## src/rtl/phy_pkg.sv

```systemverilog
// Shared PHY definitions: idle/COM character, lane FSM encoding
// and byte-slot positions used by both transmit and receive sides.
package phy_pkg;

    localparam logic [7:0] COM_CHAR_DEF = 8'hBC;

    typedef enum logic [1:0] {
        ST_RESET  = 2'd0,
        ST_HUNT   = 2'd1,
        ST_COUNT  = 2'd2,
        ST_LOCKED = 2'd3
    } phy_lane_state_e;

    // Byte positions of each lane slot inside the 32-bit word
    localparam logic [1:0] SLOT_L0A = 2'd3;
    localparam logic [1:0] SLOT_L1A = 2'd2;
    localparam logic [1:0] SLOT_L0B = 2'd1;
    localparam logic [1:0] SLOT_L1B = 2'd0;

endpackage

```

## src/rtl/phy_rx_lane.sv

```systemverilog
// One receive lane: MSB-first deserialiser, COM alignment FSM
// and A/B slot tracking with registered per-character strobes.
module phy_rx_lane
    import phy_pkg::*;
#(
    parameter logic [7:0]  COM_CHAR   = COM_CHAR_DEF,
    parameter int unsigned LOCK_COUNT = 4
) (
    input  logic       clk_i,
    input  logic       rst_ni,
    input  logic       din_i,
    input  logic       hunt_i,
    output logic       locked_o,
    output logic       com_o,
    output logic       com_b_o,
    output logic       a_o,
    output logic       b_o,
    output logic [7:0] char_o
);

    localparam logic [3:0] LC = 4'(LOCK_COUNT);

    phy_lane_state_e state_q;
    logic [7:0]      sr_q;
    logic [2:0]      bcnt_q;
    logic [3:0]      ccnt_q;
    logic            slot_q;
    logic            char_rdy;
    logic            is_com;

    assign char_rdy = (bcnt_q == 3'd7);
    assign is_com   = (sr_q == COM_CHAR);
    assign locked_o = (state_q == ST_LOCKED);

    // Shift, align on COM and classify each captured character
    always_ff @(posedge clk_i or negedge rst_ni) begin
        if (!rst_ni) begin
            state_q <= ST_RESET;
            sr_q    <= '0;
            bcnt_q  <= '0;
            ccnt_q  <= '0;
            slot_q  <= 1'b0;
            com_o   <= 1'b0;
            com_b_o <= 1'b0;
            a_o     <= 1'b0;
            b_o     <= 1'b0;
            char_o  <= '0;
        end else begin
            sr_q    <= {sr_q[6:0], din_i};
            bcnt_q  <= bcnt_q + 3'd1;
            com_o   <= 1'b0;
            com_b_o <= 1'b0;
            a_o     <= 1'b0;
            b_o     <= 1'b0;
            if (hunt_i) begin
                state_q <= ST_HUNT;
                ccnt_q  <= '0;
                slot_q  <= 1'b0;
            end else begin
                unique case (state_q)
                    ST_RESET: state_q <= ST_HUNT;
                    ST_HUNT: begin
                        if (is_com) begin
                            state_q <= ST_COUNT;
                            bcnt_q  <= '0;
                            ccnt_q  <= 4'd1;
                        end
                    end
                    ST_COUNT: begin
                        if (char_rdy) begin
                            if (!is_com) begin
                                state_q <= ST_HUNT;
                                ccnt_q  <= '0;
                            end else if (ccnt_q + 4'd1 >= LC) begin
                                state_q <= ST_LOCKED;
                                ccnt_q  <= LC;
                            end else begin
                                ccnt_q <= ccnt_q + 4'd1;
                            end
                        end
                    end
                    ST_LOCKED: begin
                        if (char_rdy) begin
                            if (is_com) begin
                                com_o   <= 1'b1;
                                com_b_o <= slot_q;
                                slot_q  <= 1'b0;
                            end else begin
                                char_o <= sr_q;
                                a_o    <= ~slot_q;
                                b_o    <= slot_q;
                                slot_q <= ~slot_q;
                            end
                        end
                    end
                    default: state_q <= ST_HUNT;
                endcase
            end
        end
    end

endmodule

```

## src/rtl/phy_rx_serial.sv

```systemverilog
// Two-lane receive PHY: per-lane alignment, word un-striping and pairing check.
// Define PHY_RX_ERR_CNT_EN to add the saturating err_count_rx output.
module phy_rx_serial
    import phy_pkg::*;
#(
    parameter logic [7:0]  COM_CHAR   = COM_CHAR_DEF,
    parameter int unsigned LOCK_COUNT = 4
) (
    input  logic        clk,
    input  logic        reset,
    input  logic        data_in_lane_0_rx,
    input  logic        data_in_lane_1_rx,
    output logic [31:0] data_out_rx,
    output logic        valid_out_rx,
    output logic        active_rx,
`ifdef PHY_RX_ERR_CNT_EN
    output logic        err_rx,
    output logic [7:0]  err_count_rx
`else
    output logic        err_rx
`endif
);

    logic [1:0]      lock_s, com_s, comb_s, a_s, b_s;
    logic [7:0]      ch0, ch1;
    logic [1:0]      got_a_q, got_a_d, got_b_q, got_b_d;
    logic [3:0][7:0] word_q, word_d;
    logic            err_d, done_d;

    phy_rx_lane #(.COM_CHAR(COM_CHAR), .LOCK_COUNT(LOCK_COUNT)) u_lane0 (
        .clk_i   (clk),
        .rst_ni  (reset),
        .din_i   (data_in_lane_0_rx),
        .hunt_i  (err_d),
        .locked_o(lock_s[0]),
        .com_o   (com_s[0]),
        .com_b_o (comb_s[0]),
        .a_o     (a_s[0]),
        .b_o     (b_s[0]),
        .char_o  (ch0)
    );

    phy_rx_lane #(.COM_CHAR(COM_CHAR), .LOCK_COUNT(LOCK_COUNT)) u_lane1 (
        .clk_i   (clk),
        .rst_ni  (reset),
        .din_i   (data_in_lane_1_rx),
        .hunt_i  (err_d),
        .locked_o(lock_s[1]),
        .com_o   (com_s[1]),
        .com_b_o (comb_s[1]),
        .a_o     (a_s[1]),
        .b_o     (b_s[1]),
        .char_o  (ch1)
    );

    // Collect slots into the word and detect lanes falling out of step
    always_comb begin
        word_d  = word_q;
        got_a_d = got_a_q | a_s;
        got_b_d = got_b_q | b_s;
        if (a_s[0]) word_d[SLOT_L0A] = ch0;
        if (a_s[1]) word_d[SLOT_L1A] = ch1;
        if (b_s[0]) word_d[SLOT_L0B] = ch0;
        if (b_s[1]) word_d[SLOT_L1B] = ch1;
        err_d = (|comb_s)
              | (com_s[0] & ~got_a_q[0] & got_a_d[1])
              | (com_s[1] & ~got_a_q[1] & got_a_d[0])
              | (b_s[0] & ~got_a_d[1])
              | (b_s[1] & ~got_a_d[0]);
        done_d = &got_b_d;
        if (err_d || done_d) begin
            got_a_d = '0;
            got_b_d = '0;
        end
    end

    // Register word progress and outputs; an error suppresses completion
    always_ff @(posedge clk or negedge reset) begin
        if (!reset) begin
            got_a_q      <= '0;
            got_b_q      <= '0;
            word_q       <= '0;
            data_out_rx  <= '0;
            valid_out_rx <= 1'b0;
            active_rx    <= 1'b0;
            err_rx       <= 1'b0;
        end else begin
            got_a_q      <= got_a_d;
            got_b_q      <= got_b_d;
            word_q       <= word_d;
            valid_out_rx <= done_d & ~err_d;
            active_rx    <= &lock_s;
            err_rx       <= err_d;
            if (done_d && !err_d) data_out_rx <= word_d;
        end
    end

`ifdef PHY_RX_ERR_CNT_EN
    logic [7:0] ecnt_q;

    // Saturating count of pairing errors, cleared only by reset
    always_ff @(posedge clk or negedge reset) begin
        if (!reset) begin
            ecnt_q <= '0;
        end else if (err_d && ecnt_q != 8'hFF) begin
            ecnt_q <= ecnt_q + 8'd1;
        end
    end

    assign err_count_rx = ecnt_q;
`endif

endmodule
```

## config.mk

```make
export PLATFORM = sky130hd
export DESIGN_NAME = phy_rx_serial
export DESIGN_NICKNAME = d
export VERILOG_FILES = /design/src/rtl/phy_pkg.sv /design/src/rtl/phy_rx_lane.sv /design/src/rtl/phy_rx_serial.sv
export SDC_FILE = /design/constraint.sdc
export NUM_CORES = 1
export LEC_CHECK = 0
export ABC_AREA = 1
export ABC_CLOCK_PERIOD_IN_PS = 3150
export BUFFER_PORTS_ARGS = -buffer_cell sky130_fd_sc_hd__buf_2
export CORE_MARGIN = 10
export CORE_UTILIZATION = 40
export DETAILED_ROUTE_END_ITERATION = 6
export GPL_TIMING_DRIVEN = 0
export SLEW_MARGIN = 15
export SYNTH_ARGS = -nofsm -noshare
export SYNTH_HDL_FRONTEND = slang
export SYNTH_SLANG_ARGS = --single-unit
```

## constraint.sdc

```tcl
create_clock -name clk -period 3.15 [get_ports clk]
set_input_delay 0.4725 -clock clk [delete_from_list [all_inputs] [get_ports clk]]
set_output_delay 0.4725 -clock clk [all_outputs]
set_load 0.05 [all_outputs]
```

# Word-level counts from Yosys, hierarchy flattened
# Cells that the tools add are included.
[totals] inputBits=4 elab_cells=172 ff_bits=131 out_inout_bits=35
[op_classes] eq_ne=16 n_bitwise=22 n_lt_le_gt_ge=2 reduce_logical=24 addsub=4 n_mux=74
[ops] operator="4-bit two-way mux" count=10
[ops] operator="1-bit two-way mux" count=38
[ops] operator="8-bit two-way mux" count=4
[ops] operator="2-bit two-way mux" count=12
[ops] operator="3-bit two-way mux" count=6
[ops] operator="8-bit equality test, second input constant" count=2
[ops] operator="4-bit case mux with 2 select lines" count=2
[ops] operator="4-bit AND reduction" count=4
[ops] operator="3-bit by 2-bit inequality test with 1-bit output, second input constant" count=4
[ops] operator="2-bit case mux with 3 select lines" count=2
[ops] operator="1-bit inverter" count=9
[ops] operator="4-bit by 1-bit adder with 4-bit output, second input constant" count=2
[ops] operator="2-bit equality test, second input constant" count=4
[ops] operator="4-bit by 3-bit >= comparator with 1-bit output, second input constant" count=2
[ops] operator="4-bit inequality test, second input constant" count=2
[ops] operator="2-bit AND reduction" count=4
[ops] operator="2-bit nonzero test" count=4
[ops] operator="4-bit nonzero test" count=2
[ops] operator="1-bit AND" count=7
[ops] operator="3-bit by 1-bit adder with 3-bit output, second input constant" count=2
[ops] operator="3-bit equality test, second input constant" count=2
[ops] operator="3-bit AND reduction" count=2
[ops] operator="3-bit nonzero test" count=2
[ops] operator="2-bit by 1-bit equality test with 1-bit output, second input constant" count=2
[ops] operator="other kinds (7)" count=12

# Depth between registers and ports, before layout
# Gate-level depths: netlist of run 1.
[logic_depth] depth_word=9 depth_mapped=12 mapped_depth_nobuf=10

# Cells and area by module
# Synthesis of run 1 repeated with hierarchy kept, for this count alone.
[hier_totals] cells_unflattened=566 hier_area_um2=5465.2
[modules_own_cells] mod="phy_rx_serial" cells_each=274 area_each_um2=2800.2 instances=1 seq_area_each_um2=1776.7
[modules_own_cells] mod="phy_rx_lane" cells_each=146 area_each_um2=1332.5 instances=2 seq_area_each_um2=750.7

# Worst setup path before layout of run 1
# No wires, ideal clock.
[synth_path] path_type="register to register" start="reg u_lane0.a_o" end="reg data_out_rx[10]" synth_period_minus_slack_ns=1.522 path_stages_with_launch=12 n_path_buf=3 required_time_ns=3.028 setup_time_ns=0.122 t_arrival_ns=1.400 setup_slack_ns=1.628 cell_sequence="dfrtp_1 -> buf_6 -> clkinv_4 -> nand2_1 -> nand2_2 -> nand3_4 -> nor2_8 -> inv_2 -> buf_6 -> buf_6 -> o21ai_1 -> nand2_1"
[synth_between] elab_chain_cells=7 word_cells_on_any_way=9 cone_classes="bitwise (7); reduce/logical (2)"
[synth_lines] item="start, declared" line_no="phy_rx_lane.sv:16" rtl="output logic a_o,"
[synth_lines] item="start signal, assigned" line_no="phy_rx_lane.sv:90" rtl="a_o <= ~slot_q;"
[synth_lines] item="2-bit OR *" line_no="phy_rx_serial.sv:59" rtl="got_a_d = got_a_q | a_s;"
[synth_lines] item="1-bit AND" line_no="phy_rx_serial.sv:67" rtl="| (com_s[1] & ~got_a_q[1] & got_a_d[0])"
[synth_lines] item="1-bit OR" line_no="phy_rx_serial.sv:67"
[synth_lines] item="1-bit OR" line_no="phy_rx_serial.sv:68" rtl="| (b_s[0] & ~got_a_d[1])"
[synth_lines] item="1-bit OR *" line_no="phy_rx_serial.sv:69" rtl="| (b_s[1] & ~got_a_d[0]);"
[synth_lines] item="1-bit zero test *" line_no="phy_rx_serial.sv:94" rtl="if (done_d && !err_d) data_out_rx <= word_d;"
[synth_lines] item="1-bit logical AND *" line_no="phy_rx_serial.sv:94"
[synth_lines] item="end signal, assigned" line_no="phy_rx_serial.sv:94"
[synth_lines] item="end, declared" line_no="phy_rx_serial.sv:13" rtl="output logic [31:0] data_out_rx,"
# Every way passes the cells marked *; elsewhere a longest branch is shown, timed or not.
# A chain may end at the register's enable or synchronous reset.

# Worst setup path in the final report of run 1
[layout_path] start="reg u_lane0.b_o" end="reg got_a_q[0]"
[layout_between] elab_chain_cells=5 word_cells_on_any_way=7 cone_classes="mux (1); bitwise (4); reduce/logical (2)"
[layout_lines] item="start, declared" line_no="phy_rx_lane.sv:17" rtl="output logic b_o,"
[layout_lines] item="start signal, assigned" line_no="phy_rx_lane.sv:91" rtl="b_o <= slot_q;"
[layout_lines] item="1-bit AND" line_no="phy_rx_serial.sv:68"
[layout_lines] item="1-bit OR" line_no="phy_rx_serial.sv:68"
[layout_lines] item="1-bit OR" line_no="phy_rx_serial.sv:69"
[layout_lines] item="1-bit logical OR *" line_no="phy_rx_serial.sv:71" rtl="if (err_d || done_d) begin"
[layout_lines] item="2-bit two-way mux *" line_no="phy_rx_serial.sv:71"
[layout_lines] item="net got_a_d[0]" line_no="phy_rx_serial.sv:26" rtl="logic [1:0] got_a_q, got_a_d, got_b_q, got_b_d;"
[layout_lines] item="end signal, assigned" line_no="phy_rx_serial.sv:88" rtl="got_a_q <= got_a_d;"
[layout_lines] item="end, declared" line_no="phy_rx_serial.sv:26"
# Mark *: on every way through the listed nets, which the timed path passes. The rest lies on a longest branch.

==> results.py, run 1 <==
metrics = {
    "status": {
        "status": "complete, no violations",
    },
    "drt": {
        "wire_per_inst_um": 13.1,
        "drt_first_pass_iters": 4,
        "wl_mm": 10.6,
        "num_vias": 3763,
        "drtIter0Drc": 222,
        "drt-vias-per-instance": 4.64,
        "ant_nets": 0,
        "drt_drc_violations_left": 0,
    },
    "logic_synthesis": {
        "synth_area_um2": 5430,
        "synthCells": 563,
        "ys_ff_latch": 131,
        "ys_seq_area_share_pct": 60.4,
        "synth_nets": 583,
        "ys.warnings.count": 0,
        "ys_async_sr_fraction_pct": 100,
        "syn-mean-instance-area_um2": 9.64,
        "synth_edf_count": 0,
        "synth_ff_type": "dfrtp_1",
        "ys_types": 31,
    },
    "finish": {
        "drive_gt1_share_pct": 17.2,
        "nets": 642,
        "ff_latch_area_um2": 3280,
        "multi_input_area_um2": 1840,
        "syn_to_final_growth_pct": 19.4,
        "final_common_cell": "nand2_1",
        "nFillCells": 1240,
        "fin_area_um2": 6480,
        "final_cell_mix": "202 x nand2_1, 131 x dfrtp_1, 47 x nor2_1, 47 x o21ai_1, 41 x buf_2",
        "diodes": 0,
    },
    "clock_network": {
        "h-tree-depth": 4,
        "cts.reportedPaths.clkPinSlew_ns": 0.05,
        "cts_buffer_depth": 2,
        "tritoncts": "built",
        "cts_root_buffer": "clkbuf_16",
        "cts_inserted_buffers": 17,
        "clock_latency_ns": 0.41,
        "cts.sinks": 131,
        "cts_setup_buffers": 0,
    },
    "timing": {
        "slew_headroom_pct": 67.8,
        "grt_setup_unrepaired": "false",
        "finalHoldViolations": 0,
        "holdWs_ns": 0.167,
        "fin_skew_ns": 0.00544,
        "fin_crit_sh_pct": 55.1,
        "max_freq_mhz": 576,
        "tightest_slew_ns": 0.483,
        "setup_viol": 0,
        "fin_tns_setup_ns": 0,
        "maxSlewViolCount": 0,
        "fin_crit_ns": 1.73,
    },
    "min_path": {
        "holdCritPathClass": "input pin to register",
    },
    "worst_setup_path": {
        "crit_arrival_ns": 2.07,
        "critPathKind": "register to register",
        "start_kind": "register",
        "crit_slowest_cell": "clkbuf_1",
        "worstPathMaxFanout": 10,
        "max_stage_delay_ns": 0.43,
        "end_kind": "register",
        "crit_path_cell_trace": "nor2_1 > or2_1 > clkbuf_1 > clkbuf_1 > nand2_1 > nor2_1",
        "crit_required_ns": 3.49,
    },
    "placement": {
        "dpl_cell_area_um2": 5870,
        "gp_congestion": 0.800,
        "hpwl_mm": 7.45,
        "io_buffer_count": 38,
    },
    "grt": {
        "grt_usage_pct": 12.5,
        "grt_pass1_vias": 3826,
        "grt_pass1_wl_mm": 18.4,
        "antenna_found_initial": 0,
        "globalRoute.totalOverflow": 0,
        "grt_max_degree": 91,
    },
    "floorplanning": {
        "dieArea_um2": 18600,
        "num_rows": 42,
        "coreArea_um2": 13300,
        "start_util_pct": 40.8,
        "dieHeight_um": 137,
        "io_pins": 39,
        "die_x_um": 137,
    },
    "power_and_ir_drop": {
        "p_leak_nw": 3.54,
        "max-vdd-ir-drop_mv": 0.328,
        "power_density_nw_per_um2": 747,
    },
    "flow_run": {
        "cap_violations": 0,
    },
}
synth_stat cells (2+ instances only):
cell      count  share of area [%]
a21oi_1       5               0.46
buf_1         2               0.14
buf_2         4               0.37
buf_4         3               0.41
buf_6         8                1.7
clkbuf_1      2               0.14
dfrtp_1     131                 60
ha_1         16                3.7
inv_1        39                2.7
mux2_2        8                1.7
nand2_1     202                 14
nand2_2       2               0.23
nand3_1       9               0.83
nand3_2       3               0.55
nand3b_1      2               0.28
nand4_1       4               0.46
nand4_4       2               0.78
nor2_1       47                3.2
nor2_4        2               0.41
nor3_1        2               0.18
nor3_2        2               0.37
o21ai_0      12                1.1
o21ai_1      47                4.3
xnor2_1       2               0.32
kinds of logic (layout without fill, tap and decap cells):
logic type,Yosys count,in the layout,synth area share (%)
AND/OR/NAND/NOR,281,281,22.2
flip-flops,131,131,60.4
AO/OA/AOI/OAI,65,65,6.06
buffers and inverters,60,132,5.65
adder cells (fa/ha/maj),16,16,3.69
multiplexers,8,8,1.66
XOR/XNOR,2,2,0.323
where the power goes:
part | switching (W) | total [W] | internal, W
clock network | 0.000716 | 0.00198 | 0.00127
logic | 0.000469 | 0.000749 | 0.000280
registers | 0.000177 | 0.00211 | 0.00193
total | 0.00136 | 0.00484 | 0.00348
flip-flops by register name, summed over array words and instances, names as in the netlist, 3 cells and up:
signal and flops:
u_lane0.bcnt_q 3, u_lane1.ccnt_q 4, u_lane0.sr_q 8, u_lane0.ccnt_q 4
data_out_rx 32, u_lane1.bcnt_q 3, u_lane1.char_o 8, u_lane1.sr_q 8
word_q 32, u_lane0.char_o 8
metal layers:
| metal | track usage, % | wire [µm] | vias up |
|---|---|---|---|
| met5 | 0 | 0 | - |
| met4 | 4.67 | 130 | 0 |
| met3 | 4.95 | 648 | 11 |
| met2 | 19.2 | 4860 | 58 |
| met1 | 15.4 | 4950 | 1791 |
| li1 | - | - | 1903 |
critical path, delay by kind of cell, from the launching register on:
kind                   cells  cell delay (ns)
buffers and inverters      2             0.72
AND/OR/NAND/NOR            4             0.57
flip-flops                 1             0.37
path summary, 6_finish.rpt:
path	from	end	slack, ns	cells after the start
max	u_lane0.b_o$_DFF_PN0_	got_a_q[0]$_DFF_PN0_	1.42	6
min	data_in_lane_1_rx	u_lane1.sr_q[0]$_DFF_PN0_	0.17	1
max reg2reg	u_lane0.b_o$_DFF_PN0_	got_a_q[0]$_DFF_PN0_	1.42	6
min reg2reg	u_lane1.sr_q[6]$_DFF_PN0_	u_lane1.sr_q[7]$_DFF_PN0_	0.37	0
max in group asynchronous	reset	u_lane0.sr_q[0]$_DFF_PN0_	1.86	3
min in group asynchronous	reset	data_out_rx[21]$_DFFE_PN0P_	0.54	2
layout make-up:
type	instances	share of cell area (%)
buffer	19	2.28
clock buffer	20	6.89
clock inverter	12	2.37
inverter	41	2.45
multi-input combinational	372	28.4
sequential	131	50.6
tap	176	3.40
timing repair buffer	40	3.61
timing repair:
| item | 4_1_cts | 5_1_grt |
|---|---|---|
| hold endpoints to repair | 41 | 0 |
| setup endpoints to repair | 0 | 0 |
| hold buffers | 1 | 0 |
| resized for setup | 0 | 0 |
through the flow:
stage	power, W	setup slack, ns	util (%)	instances
floorplan	0.00265	1.63	-	563
CTS	0.00490	1.38	48.8	811
global placement	0.00283	-0.0496	43.9	777
finish	0.00484	1.42	48.8	811
detailed placement	0.00288	1.40	44.2	778
global route	0.00514	1.17	48.8	811
Note: power is estimated with default switching activity, not from simulation.
==> run 2, diff against run 1 <==
--- a/config.mk
+++ b/config.mk
@@ -5,8 +5,8 @@
 export SDC_FILE = /design/constraint.sdc
 export NUM_CORES = 1
 export LEC_CHECK = 0
-export ABC_AREA = 1
-export ABC_CLOCK_PERIOD_IN_PS = 3150
+export ABC_AREA = 0
+export ABC_CLOCK_PERIOD_IN_PS = 1800
 export BUFFER_PORTS_ARGS = -buffer_cell sky130_fd_sc_hd__buf_2
 export CORE_MARGIN = 10
 export CORE_UTILIZATION = 40
==> constraint.sdc (replaced) <==
create_clock -name clk -period 1.8 [get_ports clk]
set_input_delay 0.27 -clock clk [delete_from_list [all_inputs] [get_ports clk]]
set_output_delay 0.27 -clock clk [all_outputs]
set_load 0.05 [all_outputs]
==> run 2 against run 1 <==
Effect of this change:
- the flow now finishes with violations (negative setup slack)
- routed wire length shrank 0.94%
- clock skew grew 0.0039 ns
- final cell count shrank 23%
- die area shrank 4.5%
- combinational power grew 86%
- core utilization grew 4.3 points
- synthesized area shrank 5.2%
- worst hold slack gained 0.23 ns
- final area grew 3.2%
- first-iteration DRC count shrank 18%
- critical path type unchanged
- largest power group unchanged
- highest routed layer unchanged
==> results.py, run 2 <==
metrics = {
    "grt": {
        "grt_usage_pct": 12.0,
        "grt_pass1_vias": 3402,
        "antenna_found_initial": 0,
        "grt_pass1_wl_mm": 17.0,
        "globalRoute.totalOverflow": 0,
        "grt_max_degree": 76,
    },
    "timing": {
        "finalHoldViolations": 0,
        "tightest_slew_ns": 0.544,
        "setup_viol": 53,
        "max_freq_mhz": 514,
        "maxSlewViolCount": 0,
        "fin_crit_ns": 1.94,
        "fin_ws_ns": -0.144,
        "slew_headroom_pct": 63.7,
        "fin_skew_ns": 0.00936,
        "grt_setup_unrepaired": "true",
        "fin_crit_sh_pct": 108,
    },
    "clock_network": {
        "cts.reportedPaths.clkPinSlew_ns": 0.06,
        "h-tree-depth": 4,
        "clock_latency_ns": 0.42,
        "cts.sinks": 131,
        "cts_inserted_buffers": 17,
        "cts_buffer_depth": 2,
        "tritoncts": "built",
        "cts_root_buffer": "clkbuf_16",
    },
    "worst_setup_path": {
        "end_kind": "register",
        "cpMostUsedCell": "buf_6",
        "max_stage_delay_ns": 0.37,
        "crit_required_ns": 2.10,
        "crit_arrival_ns": 2.24,
        "rrSetupSlack_ns": -0.14,
        "cp_top_family": "simple AND/OR/NAND/NOR gates",
        "crit_slowest_cell": "dfrtp_1",
        "critPathKind": "register to register",
        "worstPathMaxFanout": 5,
        "start_kind": "register",
        "r2r_cells": 8,
        "worst-path-buf-inv": 3,
        "r2r-start": "u_lane1.a_o$_DFF_PN0_",
        "r2r_end": "u_lane1.char_o[7]$_DFFE_PN0P_",
        "crit_path_cell_trace": "buf_6 > nor2_4 > mux2i_1 > and3_4 > inv_8 > or3_4 > buf_6 > mux2_4",
    },
    "logic_synthesis": {
        "synth_edf_count": 0,
        "synth_area_um2": 5140,
        "synth_top_area_share_pct": 63.7,
        "synth_ff_type": "dfrtp_1",
        "synth_compound_area_share_pct": 4.74,
        "ys_types": 45,
        "yosys-top-cells-count": "131 x dfrtp_1, 75 x mux2_2, 23 x nor2_1, 16 x ha_1, 13 x nor3_1",
        "synth_area_leaders": "dfrtp_1 64%, mux2_2 16%, ha_1 3.9%, nor2_1 1.7%, nor3_1 1.3%",
        "ys_ff_latch": 131,
        "synth_top_family_by_area": "multiplexers",
        "syn-mean-instance-area_um2": 14.2,
        "yosysTopAreaCell": "dfrtp_1",
        "synthCells": 363,
        "synth_fa_ha_area_share_pct": 3.89,
        "ys_async_sr_fraction_pct": 100,
        "synth_xor_xnor_area_share_pct": 0,
        "ys_seq_area_share_pct": 63.7,
        "synthMuxAreaShare_pct": 17.6,
        "synth_most_common_cell": "dfrtp_1",
        "ys.warnings.count": 0,
        "synth_simple_gate_area_share_pct": 7.71,
        "synth_nets": 383,
    },
    "power_and_ir_drop": {
        "power_density_nw_per_um2": 1280,
        "max-vdd-ir-drop_mv": 0.935,
        "p_leak_nw": 3.27,
        "power.total_w": 0.00855,
    },
    "drt": {
        "drtIter0Drc": 182,
        "wire_per_inst_um": 16.8,
        "drt_first_pass_iters": 4,
        "wl_mm": 10.5,
        "ant_nets": 0,
        "drt-vias-per-instance": 4.99,
        "drt_drc_violations_left": 0,
        "num_vias": 3116,
    },
    "finish": {
        "reg_top3": "data_out_rx: 32 flops, word_q: 32 flops",
        "syn_to_final_growth_pct": 30.1,
        "nets": 460,
        "final_cell_mix": "130 x dfrtp_1, 43 x mux2_2, 38 x buf_2",
        "drive_gt1_share_pct": 44.2,
        "diodes": 0,
        "final_common_cell": "dfrtp_1",
    },
    "floorplanning": {
        "dieHeight_um": 133,
        "io_pins": 39,
        "start_util_pct": 40.8,
        "die_x_um": 133,
        "num_rows": 41,
        "coreArea_um2": 12600,
        "dieArea_um2": 17800,
    },
    "placement": {
        "post-place-ws_ns": -0.422,
        "io_buffer_count": 38,
        "hpwl_mm": 6.32,
        "gp_congestion": 0.783,
    },
    "status": {
        "violations": "negative setup slack",
        "status": "finished with violations",
    },
    "flow_run": {
        "cap_violations": 0,
    },
    "min_path": {
        "holdCritPathClass": "input pin to asynchronous set/reset pin",
    },
}
==> run 2: how the worst max path moves through the flow <==
stage          slack (ns)                             to  cells past startpoint                  start
2_1_floorplan       -0.07  u_lane1.char_o[7]$_DFFE_PN0P_                      8  u_lane1.a_o$_DFF_PN0_
3_3_place_gp        -1.25           word_q[24]$_DFF_PN0_                      1                  reset
3_5_place_dp        -0.42     data_out_rx[4]$_DFFE_PN0P_                      8  u_lane0.a_o$_DFF_PN0_
4_1_cts             -0.17  u_lane1.char_o[7]$_DFFE_PN0P_                      8  u_lane0.a_o$_DFF_PN0_
5_1_grt             -0.22  u_lane1.char_o[7]$_DFFE_PN0P_                      7   got_a_q[0]$_DFF_PN0_
6_report            -0.14  u_lane1.char_o[7]$_DFFE_PN0P_                      8  u_lane1.a_o$_DFF_PN0_
==> run 2: power breakdown <==
group          internal, W  total [W]  switching (W)
clock              0.00221    0.00348        0.00127
combinational     0.000683    0.00139       0.000707
sequential         0.00339    0.00368       0.000288
total              0.00629    0.00855        0.00226
==> run 2: cell families after synthesis <==
group / count (synthesis)
DFF: 131
buffers and inverters: 23
AOI/OAI and AO/OA: 35
and+or+nand+nor: 78
muxes: 80
adders and majority gates: 16
==> run 2: through the flow <==
| step | std cells | util, % | setup TNS (ns) | instance area [µm²] | hold slack [ns] |
|---|---|---|---|---|---|
| after floorplan | 363 | - | -2.57 | 5180 | -0.0256 |
| after global placement | 573 | 44.2 | -177.44 | 5580 | 0.379 |
| after detailed placement | 574 | 44.5 | -15.49 | 5620 | 0.283 |
| after CTS | 620 | 50.9 | -5.98 | 6420 | 0.402 |
| after global routing | 625 | 53.0 | -8.44 | 6690 | 0.407 |
| final | 625 | 53.0 | -4.18 | 6690 | 0.400 |
==> run 2: timing repair <==
action	in CTS	in global routing
gates cloned	2	2
setup endpoints to repair	60	72
hold buffers	3	0
resized for setup	23	63
buffers inserted	10	7
hold endpoints to repair	58	0
pin swaps	3	6
==> run 2: layer usage <==
metal | GRT usage [%] | routed length (µm) | up-vias | part of all wire (%)
met5 | 0 | 0 | - | 0
met2 | 19.2 | 5150 | 44 | 49
met3 | 4.89 | 395 | 11 | 3.8
met1 | 14.3 | 4790 | 1625 | 46
met4 | 3.99 | 147 | 0 | 1.4
li1 | - | - | 1436 | -
==> run 2: final cells by class <==
type | instances | area [µm²]
tap | 172 | 215
timing repair buffer | 61 | 483
buffer | 10 | 96.3
sequential | 131 | 3280
multi-input combinational | 209 | 1970
clock buffer | 20 | 447
inverter | 10 | 45.0
fill | 1070 | 5930
clock inverter | 12 | 156
==> run 3, diff against run 2 <==
--- a/config.mk
+++ b/config.mk
@@ -9,9 +9,10 @@
 export ABC_CLOCK_PERIOD_IN_PS = 1800
 export BUFFER_PORTS_ARGS = -buffer_cell sky130_fd_sc_hd__buf_2
 export CORE_MARGIN = 10
-export CORE_UTILIZATION = 40
+export CORE_UTILIZATION = 50
 export DETAILED_ROUTE_END_ITERATION = 6
 export GPL_TIMING_DRIVEN = 0
+export PLACE_DENSITY = 0.75
 export SLEW_MARGIN = 15
 export SYNTH_ARGS = -nofsm -noshare
 export SYNTH_HDL_FRONTEND = slang
==> run 3 against run 2 <==
Effect of this change:
- the flow still finishes with violations (negative setup slack)
- register-to-register slack barely moved
- critical path depth fell by 3
- largest power group unchanged
- clock-buffer cell count is 2 lower
- sequential share of layout area fell by 0.61 points
- critical path type unchanged
==> results.py, run 3 (synthesis gave the netlist of run 2 again) <==
metrics = {
    "status": {
        "status": "finished with violations",
        "violations": "negative setup slack",
    },
    "finish": {
        "syn_to_final_growth_pct": 31.7,
        "final_common_cell": "dfrtp_1",
        "nets": 464,
        "drive_gt1_share_pct": 46.8,
        "diodes": 0,
        "reg_top3": "data_out_rx: 32 flops, word_q: 32 flops",
        "nFillCells": 656,
        "final_cell_mix": "130 x dfrtp_1, 41 x mux2_2, 38 x buf_2",
        "fin_util_pct": 68.4,
    },
    "grt": {
        "grt_pass1_vias": 3507,
        "globalRoute.totalOverflow": 0,
        "antenna_found_initial": 0,
        "grt_usage_pct": 15.2,
        "grt_pass1_wl_mm": 17.6,
        "grt_max_degree": 87,
    },
    "floorplanning": {
        "start_util_pct": 51.9,
        "io_pins": 39,
        "dieArea_um2": 14700,
        "die_x_um": 121,
        "num_rows": 36,
        "dieHeight_um": 121,
        "coreArea_um2": 9910,
    },
    "placement": {
        "gp_congestion": 0.750,
        "hpwl_mm": 6.29,
        "io_buffer_count": 38,
    },
    "drt": {
        "drt-vias-per-instance": 5.43,
        "num_vias": 3201,
        "wire_per_inst_um": 18.8,
        "drtIter0Drc": 202,
        "wl_mm": 11.1,
        "drt_drc_violations_left": 0,
        "drt_first_pass_iters": 4,
        "ant_nets": 0,
    },
    "timing": {
        "fin_crit_ns": 1.95,
        "holdWs_ns": 0.246,
        "setup_viol": 51,
        "finalHoldViolations": 0,
        "fin_tns_setup_ns": -3.77,
        "grt_setup_unrepaired": "true",
        "max_freq_mhz": 514,
        "fin_crit_sh_pct": 108,
        "slew_headroom_pct": 61.9,
        "fin_skew_ns": 0.0109,
        "fin_ws_ns": -0.147,
        "maxSlewViolCount": 0,
        "tightest_slew_ns": 0.571,
    },
    "power_and_ir_drop": {
        "power_density_nw_per_um2": 1290,
        "p_leak_nw": 3.32,
        "max-vdd-ir-drop_mv": 0.776,
    },
    "clock_network": {
        "h-tree-depth": 4,
        "tritoncts": "built",
        "cts.sinks": 131,
        "clock_latency_ns": 0.52,
        "cts_buffer_depth": 2,
        "cts.reportedPaths.clkPinSlew_ns": 0.06,
        "cts_inserted_buffers": 17,
        "cts_root_buffer": "clkbuf_8",
    },
    "worst_setup_path": {
        "start_kind": "register",
        "r2r_cells": 5,
        "max_stage_delay_ns": 0.56,
        "crit_path_cell_trace": "or4_1 > buf_6 > a211o_1 > or3_1 > o211ai_1",
        "crit_slowest_cell": "or4_1",
        "r2r_end": "u_lane0.state_q[0]$_DFFE_PN0P_",
        "end_kind": "register",
        "crit_required_ns": 2.22,
        "crit_arrival_ns": 2.37,
        "critPathKind": "register to register",
        "rrSetupSlack_ns": -0.15,
        "r2r-start": "u_lane0.sr_q[1]$_DFF_PN0_",
        "worstPathMaxFanout": 6,
    },
    "min_path": {
        "holdCritPathClass": "input pin to asynchronous set/reset pin",
    },
    "flow_run": {
        "cap_violations": 0,
    },
}
## run 3: timing repair
item | in CTS | in global routing
cloned | 1 | 3
setup buffers | 17 | 4
hold buffers | 3 | 0
endpoints found under the hold margin | 47 | 0
resized for setup | 63 | 32
pin swaps | 8 | 11
endpoints found under the setup margin | 60 | 63
## run 3: worst max-delay path by stage
| stage | from | slack [ns] | end | depth (start not counted) |
|---|---|---|---|---|
| 2_1_floorplan | u_lane1.a_o$_DFF_PN0_ | -0.07 | u_lane1.char_o[7]$_DFFE_PN0P_ | 8 |
| 3_3_place_gp | reset | -1.17 | data_out_rx[19]$_DFFE_PN0P_ | 1 |
| 3_5_place_dp | u_lane0.b_o$_DFF_PN0_ | -0.41 | data_out_rx[3]$_DFFE_PN0P_ | 5 |
| 4_1_cts | u_lane1.a_o$_DFF_PN0_ | -0.16 | u_lane0.char_o[1]$_DFFE_PN0P_ | 8 |
| 5_1_grt | u_lane0.sr_q[6]$_DFF_PN0_ | -0.24 | u_lane0.ccnt_q[0]$_DFFE_PN0P_ | 7 |
| 6_report | u_lane0.sr_q[1]$_DFF_PN0_ | -0.15 | u_lane0.state_q[0]$_DFFE_PN0P_ | 5 |
## run 3: stage by stage
stage | instances | worst slack, ns | total power (W) | instance area [µm²]
floorplan | 363 | -0.0741 | 0.00460 | 5180
global placement | 534 | -1.17 | 0.00485 | 5540
CTS | 587 | -0.156 | 0.00862 | 6600
detailed placement | 535 | -0.410 | 0.00497 | 5570
finish | 590 | -0.147 | 0.00877 | 6780
global route | 590 | -0.241 | 0.00917 | 6780
## run 3: report_power, final
group | leakage, nW | total (W) | internal (W) | switching [W]
combinational | 1.29 | 0.00152 | 0.000748 | 0.000773
sequential | 1.74 | 0.00370 | 0.00339 | 0.000305
clock | 0.292 | 0.00355 | 0.00216 | 0.00139
## run 3: worst max-delay path, delay by kind of cell, from the launching register on
| family | cells | cell delay [ns] |
|---|---|---|
| simple gates | 2 | 0.87 |
| flops | 1 | 0.46 |
| compound gates | 2 | 0.37 |
| buf+inv | 1 | 0.16 |
## run 3: area by class of cell
class	count	area [µm²]	share of cell area, %
Tap cell	133	166	2.46
Timing Repair Buffer	66	536	7.90
Clock buffer	18	418	6.17
Sequential cell	131	3280	48.4
Multi-Input combinational cell	209	2050	30.2
Buffer	9	96.3	1.42
Inverter	10	45.0	0.665
Clock inverter	14	189	2.79
## run 3: layer usage
layer | vias to the layer above | global-route usage [%] | part of all wire (%)
li1 | 1453 | - | -
met1 | 1664 | 17.8 | 44
met2 | 69 | 25.3 | 51
met3 | 15 | 3.96 | 3.5
met4 | 0 | 7.23 | 1.5
met5 | - | 0 | 0
